File: config.mk
export PLATFORM = sky130hd
export DESIGN_NAME = fetch_unit_flat
export DESIGN_NICKNAME = d
export VERILOG_FILES = /design/src/rtl/fetch_unit_if.sv /design/src/rtl/fetch_unit.sv /design/src/flat_wrapper.sv
export SDC_FILE = /design/constraint.sdc
export NUM_CORES = 1
export LEC_CHECK = 0
export CAP_MARGIN = 30
export CORE_MARGIN = 1
export CORE_UTILIZATION = 45
export CTS_CLUSTER_SIZE = 28
export DETAILED_ROUTE_END_ITERATION = 8
export GPL_ROUTABILITY_DRIVEN = 0
export PLACE_DENSITY = 0.83
export SLEW_MARGIN = 10
export SYNTH_ARGS = -nofsm -noshare
export SYNTH_HDL_FRONTEND = slang
export SYNTH_SLANG_ARGS = --single-unit
File: constraint.sdc
create_clock -name clk -period 3.7 [get_ports clk]
set_clock_uncertainty 0.05 [all_clocks]
set_input_delay 0.555 -clock clk [delete_from_list [all_inputs] [get_ports clk]]
set_output_delay 0.555 -clock clk [all_outputs]
set_load 0.01 [all_outputs]
File: src/rtl/fetch_unit_if.sv
`default_nettype none
// ============================================================================
//  Module   : fetch_unit_if
//  Purpose  : Bundle of the fetch stage's pipeline-control, instruction-memory
//             and IF/ID signals. The slave modport is the fetch unit's view;
//             the master modport is the surrounding pipeline and memory.
//  Revision : 1.0  initial release
// ============================================================================
interface fetch_unit_if;
  logic        stall;
  logic        flush;
  logic        redirect;
  logic [15:0] redirect_pc;
  logic [15:0] imem_addr;
  logic [15:0] imem_data;
  logic [15:0] ifid_instr;
  logic [15:0] ifid_pc;
  logic        ifid_valid;
  logic        halted;

  modport slave (
    input  stall, flush, redirect, redirect_pc, imem_data,
    output imem_addr, ifid_instr, ifid_pc, ifid_valid, halted
  );

  modport master (
    output stall, flush, redirect, redirect_pc, imem_data,
    input  imem_addr, ifid_instr, ifid_pc, ifid_valid, halted
  );
endinterface
`default_nettype wire

File: src/rtl/fetch_unit.sv
`default_nettype none
// ============================================================================
//  Module   : fetch_unit
//  Purpose  : Instruction fetch stage. Holds the PC, presents it to a
//             combinational instruction memory and captures the returned word
//             into the IF/ID register one cycle later.
//             Optional macro FETCH_HALT_DETECT_EN enables stopping fetch when
//             HALT_WORD is fetched; without it HALT_WORD is an ordinary word.
//  Revision : 1.0  initial release
// ============================================================================
module fetch_unit #(
  parameter logic [15:0] RESET_PC  = 16'h0000,
  parameter logic [15:0] HALT_WORD = 16'hF000
) (
  input  logic         clk,
  input  logic         rst,
  fetch_unit_if.slave  bus
);

`ifdef FETCH_HALT_DETECT_EN
  localparam bit c_HALT_EN = 1'b1;
`else
  localparam bit c_HALT_EN = 1'b0;
`endif

  typedef enum logic [0:0] {
    ST_RUN  = 1'b0,
    ST_HALT = 1'b1
  } state_t;

  state_t      state_q;
  logic        halted_q;
  logic [15:0] pc_q,    pc_d;
  logic [15:0] instr_q, instr_d;
  logic [15:0] ipc_q,   ipc_d;
  logic        valid_q, valid_d;

  // Normal advance: redirect outranks stall, and a halted unit never advances.
  logic w_advance;
  logic w_halt_hit;
  assign w_advance  = !bus.redirect && !bus.stall && (state_q == ST_RUN);
  assign w_halt_hit = c_HALT_EN && w_advance && (bus.imem_data == HALT_WORD);

  // Next-state for PC and IF/ID following redirect > halt-hold > stall > advance.
  always_comb begin
    pc_d    = pc_q;
    instr_d = instr_q;
    ipc_d   = ipc_q;
    valid_d = valid_q;
    if (bus.redirect) begin
      pc_d    = bus.redirect_pc;
      valid_d = 1'b0;
    end else if (state_q == ST_HALT) begin
      valid_d = 1'b0;
    end else if (bus.stall) begin
      valid_d = valid_q & ~bus.flush;
    end else begin
      instr_d = bus.imem_data;
      ipc_d   = pc_q;
      valid_d = ~bus.flush;
      // The halt word is latched like any instruction but the PC parks on it.
      if (!w_halt_hit) begin
        pc_d = pc_q + 16'd1;
      end
    end
  end

  // PC and IF/ID registers with synchronous reset.
  always_ff @(posedge clk) begin
    if (rst) begin
      pc_q    <= RESET_PC;
      instr_q <= 16'h0000;
      ipc_q   <= 16'h0000;
      valid_q <= 1'b0;
    end else begin
      pc_q    <= pc_d;
      instr_q <= instr_d;
      ipc_q   <= ipc_d;
      valid_q <= valid_d;
    end
  end

  // RUN/HALT controller; halted is a registered copy of the HALT state.
  always_ff @(posedge clk) begin
    if (rst) begin
      state_q  <= ST_RUN;
      halted_q <= 1'b0;
    end else begin
      case (state_q)
        ST_RUN: begin
          if (w_halt_hit) begin
            state_q  <= ST_HALT;
            halted_q <= 1'b1;
          end
        end
        ST_HALT: begin
          if (bus.redirect) begin
            state_q  <= ST_RUN;
            halted_q <= 1'b0;
          end
        end
        default: begin
          state_q  <= ST_RUN;
          halted_q <= 1'b0;
        end
      endcase
    end
  end

  assign bus.imem_addr  = pc_q;
  assign bus.ifid_instr = instr_q;
  assign bus.ifid_pc    = ipc_q;
  assign bus.ifid_valid = valid_q;
  assign bus.halted     = halted_q;

endmodule
`default_nettype wire

File: src/flat_wrapper.sv
// flat-port wrapper written by rule: the top's interface ports become plain ports
module fetch_unit_flat 
#(
  parameter logic [15:0] RESET_PC  = 16'h0000,
  parameter logic [15:0] HALT_WORD = 16'hF000
)
  (clk, rst, bus_stall, bus_flush, bus_redirect, bus_redirect_pc, bus_imem_data, bus_imem_addr, bus_ifid_instr, bus_ifid_pc, bus_ifid_valid, bus_halted);
  fetch_unit_if bus_i ();
  input  logic clk;
  input  logic rst;
  input wire logic [$bits(bus_i.stall)-1:0] bus_stall;
  input wire logic [$bits(bus_i.flush)-1:0] bus_flush;
  input wire logic [$bits(bus_i.redirect)-1:0] bus_redirect;
  input wire logic [$bits(bus_i.redirect_pc)-1:0] bus_redirect_pc;
  input wire logic [$bits(bus_i.imem_data)-1:0] bus_imem_data;
  output wire logic [$bits(bus_i.imem_addr)-1:0] bus_imem_addr;
  output wire logic [$bits(bus_i.ifid_instr)-1:0] bus_ifid_instr;
  output wire logic [$bits(bus_i.ifid_pc)-1:0] bus_ifid_pc;
  output wire logic [$bits(bus_i.ifid_valid)-1:0] bus_ifid_valid;
  output wire logic [$bits(bus_i.halted)-1:0] bus_halted;
  assign bus_i.stall = bus_stall;
  assign bus_i.flush = bus_flush;
  assign bus_i.redirect = bus_redirect;
  assign bus_i.redirect_pc = bus_redirect_pc;
  assign bus_i.imem_data = bus_imem_data;
  assign bus_imem_addr = bus_i.imem_addr;
  assign bus_ifid_instr = bus_i.ifid_instr;
  assign bus_ifid_pc = bus_i.ifid_pc;
  assign bus_ifid_valid = bus_i.ifid_valid;
  assign bus_halted = bus_i.halted;
  fetch_unit #(.RESET_PC(RESET_PC), .HALT_WORD(HALT_WORD)) u_core (.clk(clk), .rst(rst), .bus(bus_i));
endmodule
==> metrics.txt <==
WS Path Type=primary input to flop; post-route insts no fill=383; largest net degree at the start of global routing=51; layout cell share with drive strength beyond 1=0.0544; # resized after CTS=0; synth warn=0; sum of negative setup slack=0 ps; residual DRC count=0; CP endpoint kind=flop; Worst IR Drop VDD=168 µV; Mapped Area=2050 µm²; post-DR wirelength/cell=13.5 µm; clock sink total=50; Crit-path slowest cell=or3b_1; Slew @ Worst Pin=867 ps; Synth Area per Inst=around 8 µm²; Slew Limit Fails=0; H-tree levels=2; fmax=between 0.4 and 0.5 GHz; fin crit share=0.621; critical path, cell by cell=clkdlybuf4s50_1, or3b_1, or4_1, a311oi_1; final setup fails=0; Worst EP required=3860 ps; Area Overhead vs Synth=47.4%; Starting Density=0.471; Pleak=1.05 nW; CTS buffer count=5; row count=24; clk buf depth=2; post-route ant nets=0; RSZ-0062 raised after global routing=no; IO Port Bufs=85; drt initial violations=112; Total GRT Usage=0.218; Syn Inst Count=251; Area contributors post-synth=dfxtp_1 (49%), nand2_1 (13%), a21oi_1 (9.0%), xnor2_1 (3.8%), a211oi_1 (3.3%); Unique masters post-synth=35; cell taking the most area after synthesis=dfxtp_1; Synth async-reset ratio=0; post-route minimum period=2300 ps; Congestion Overflow GR=0; first-pass GRT wire length=approximately 8400 µm; Die H=69.5 µm; min-delay src=u_core.bus.ifid_valid$_SDFF_PP0_; post-CTS setup buffers=0; number of synthesized register bits=50; outcome=complete, no violations; Hold Path Class=flop to flop; Setup crit start kind=primary input; CP arrival=2460 ps; total power=1.10 mW; Root Buffer=clkbuf_8; Reg clk slew, reported paths=approximately 90 ps; DP Wirelength=3610 µm; slew margin rel.=0.422; CP Max Fanout=7; via/cell ratio=5.16; crit path from=bus_stall; fillers=378; slowest stage delay, CP=roughly 570 ps; number of synthesized flops with an enable pin=0; CTS tree=yes; DP Cell Count=roughly 380; Die ar.=just under 5000 µm²; I/O pin cnt=between 80 and 90; max-cap violations=0; antenna violations before repair=0; net count after synthesis=~290; vias in the first global route=1872; worst r2r src=u_core.bus.imem_addr[0]$_SDFFE_PP0P_; share of the synthesized area in the top cell type=0.488; drt first pass iters=4; top-count cell post-synth=nand2_1; ys flop type=dfxtp_1; Core ar.=4350 µm²; Final #Nets=approximately 370; Clock Latency Late Sink=300 ps; DIE WIDTH=slightly below 70 µm; top cells by count, synth=nand2_1 (71), dfxtp_1 (50), a21oi_1 (37); Detailed Route WL=about 5200 µm; register area share after synthesis=0.488; vias=1978; pwr dens=362 nW/µm²; cts hold-fix bufs=0; Final Hold Viols=0; # diodes=0
-- power by group --
group / leakage, nW / switching, mW / internal, mW / total (mW)
registers: 0.410 / 0.0266 / 0.564 / 0.591
clock network: 0.0472 / 0.176 / 0.150 / 0.326
logic: 0.595 / 0.0756 / 0.103 / 0.179
total: 1.05 / 0.278 / 0.817 / 1.10
-- routing by layer --
metal	track usage	part of all wire
met5	0	0
met3	0.0741	0.080
met1	0.257	0.43
met2	0.369	0.48
met4	0.0726	0.015
-- path summary, 6_finish.rpt --
check | endpoint | slack (ps) | cells after the start
max reg2reg | u_core.bus.imem_addr[14]$_SDFFE_PP0P_ | 1560 | 4
max | u_core.bus.imem_addr[14]$_SDFFE_PP0P_ | 1400 | 4
min reg2reg | u_core.bus.ifid_valid$_SDFF_PP0_ | 400 | 2
min | u_core.bus.ifid_valid$_SDFF_PP0_ | 400 | 2
-- critical path: cells and delay by family --
| kind | cells | cell delay (ps) |
|---|---|---|
| simple gates | 2 | 1120 |
| buf+inv | 1 | 520 |
| compound gates | 1 | 260 |
-- layout make-up --
class | instances | area [µm²] | area share
clock buffers | 6 | 82.6 | 0.0273
clock inverters | 2 | 12.5 | 0.00414
inverters | 7 | 26.3 | 0.00869
multi-input cells | 177 | 952 | 0.315
flip-flops and latches | 50 | 1000 | 0.331
well taps | 52 | 65.1 | 0.0215
repair buffers | 89 | 883 | 0.292
-- logic make-up (layout without fill, tap and decap cells) --
logic type,Yosys count,in the layout,synth area share
simple gates,107,107,0.240
compound gates,54,54,0.154
flops,50,50,0.488
buf+inv,24,104,0.0500
xor+xnor,13,13,0.0555
fa+ha+maj,1,1,0.00610
other cells,1,1,0.00183
mux,1,1,0.00488
-- cells in the final DEF, fill, tap and decap left out, types with 2 or more instances in the layout --
cell type	n
clkdlybuf4s50_1	84
nand2_1	71
dfxtp_1	50
a21oi_1	37
nor2_1	14
xnor2_1	9
a211oi_1	9
inv_1	7
clkbuf_8	6
nor4_1	4
xor2_1	4
buf_4	3
nand3_1	2
or4_1	2
a311oi_1	2
and4bb_2	2
o21bai_1	2
nor3_1	2
nand4_1	2
-- flip-flops by register name (all words and copies together) (netlist names) --
register	flops
u_core.bus.ifid_instr	16
u_core.bus.ifid_pc	16
u_core.bus.imem_addr	16
u_core.bus.ifid_valid	1
u_core.state_q	1
-- metrics by stage --
| stage | instance area, µm² | worst slack, ps | hold slack [ps] | utilization |
|---|---|---|---|---|
| global route | 3020 | 1330 | 422 | 0.694 |
| global placement | 2910 | 1170 | 390 | 0.669 |
| floorplan | 2050 | 1720 | 419 | - |
| CTS | 3020 | 1400 | 401 | 0.694 |
| finish | 3020 | 1400 | 402 | 0.694 |
| detailed placement | 2930 | 1120 | 388 | 0.672 |
No activity file was read; power rests on OpenSTA's default activity.
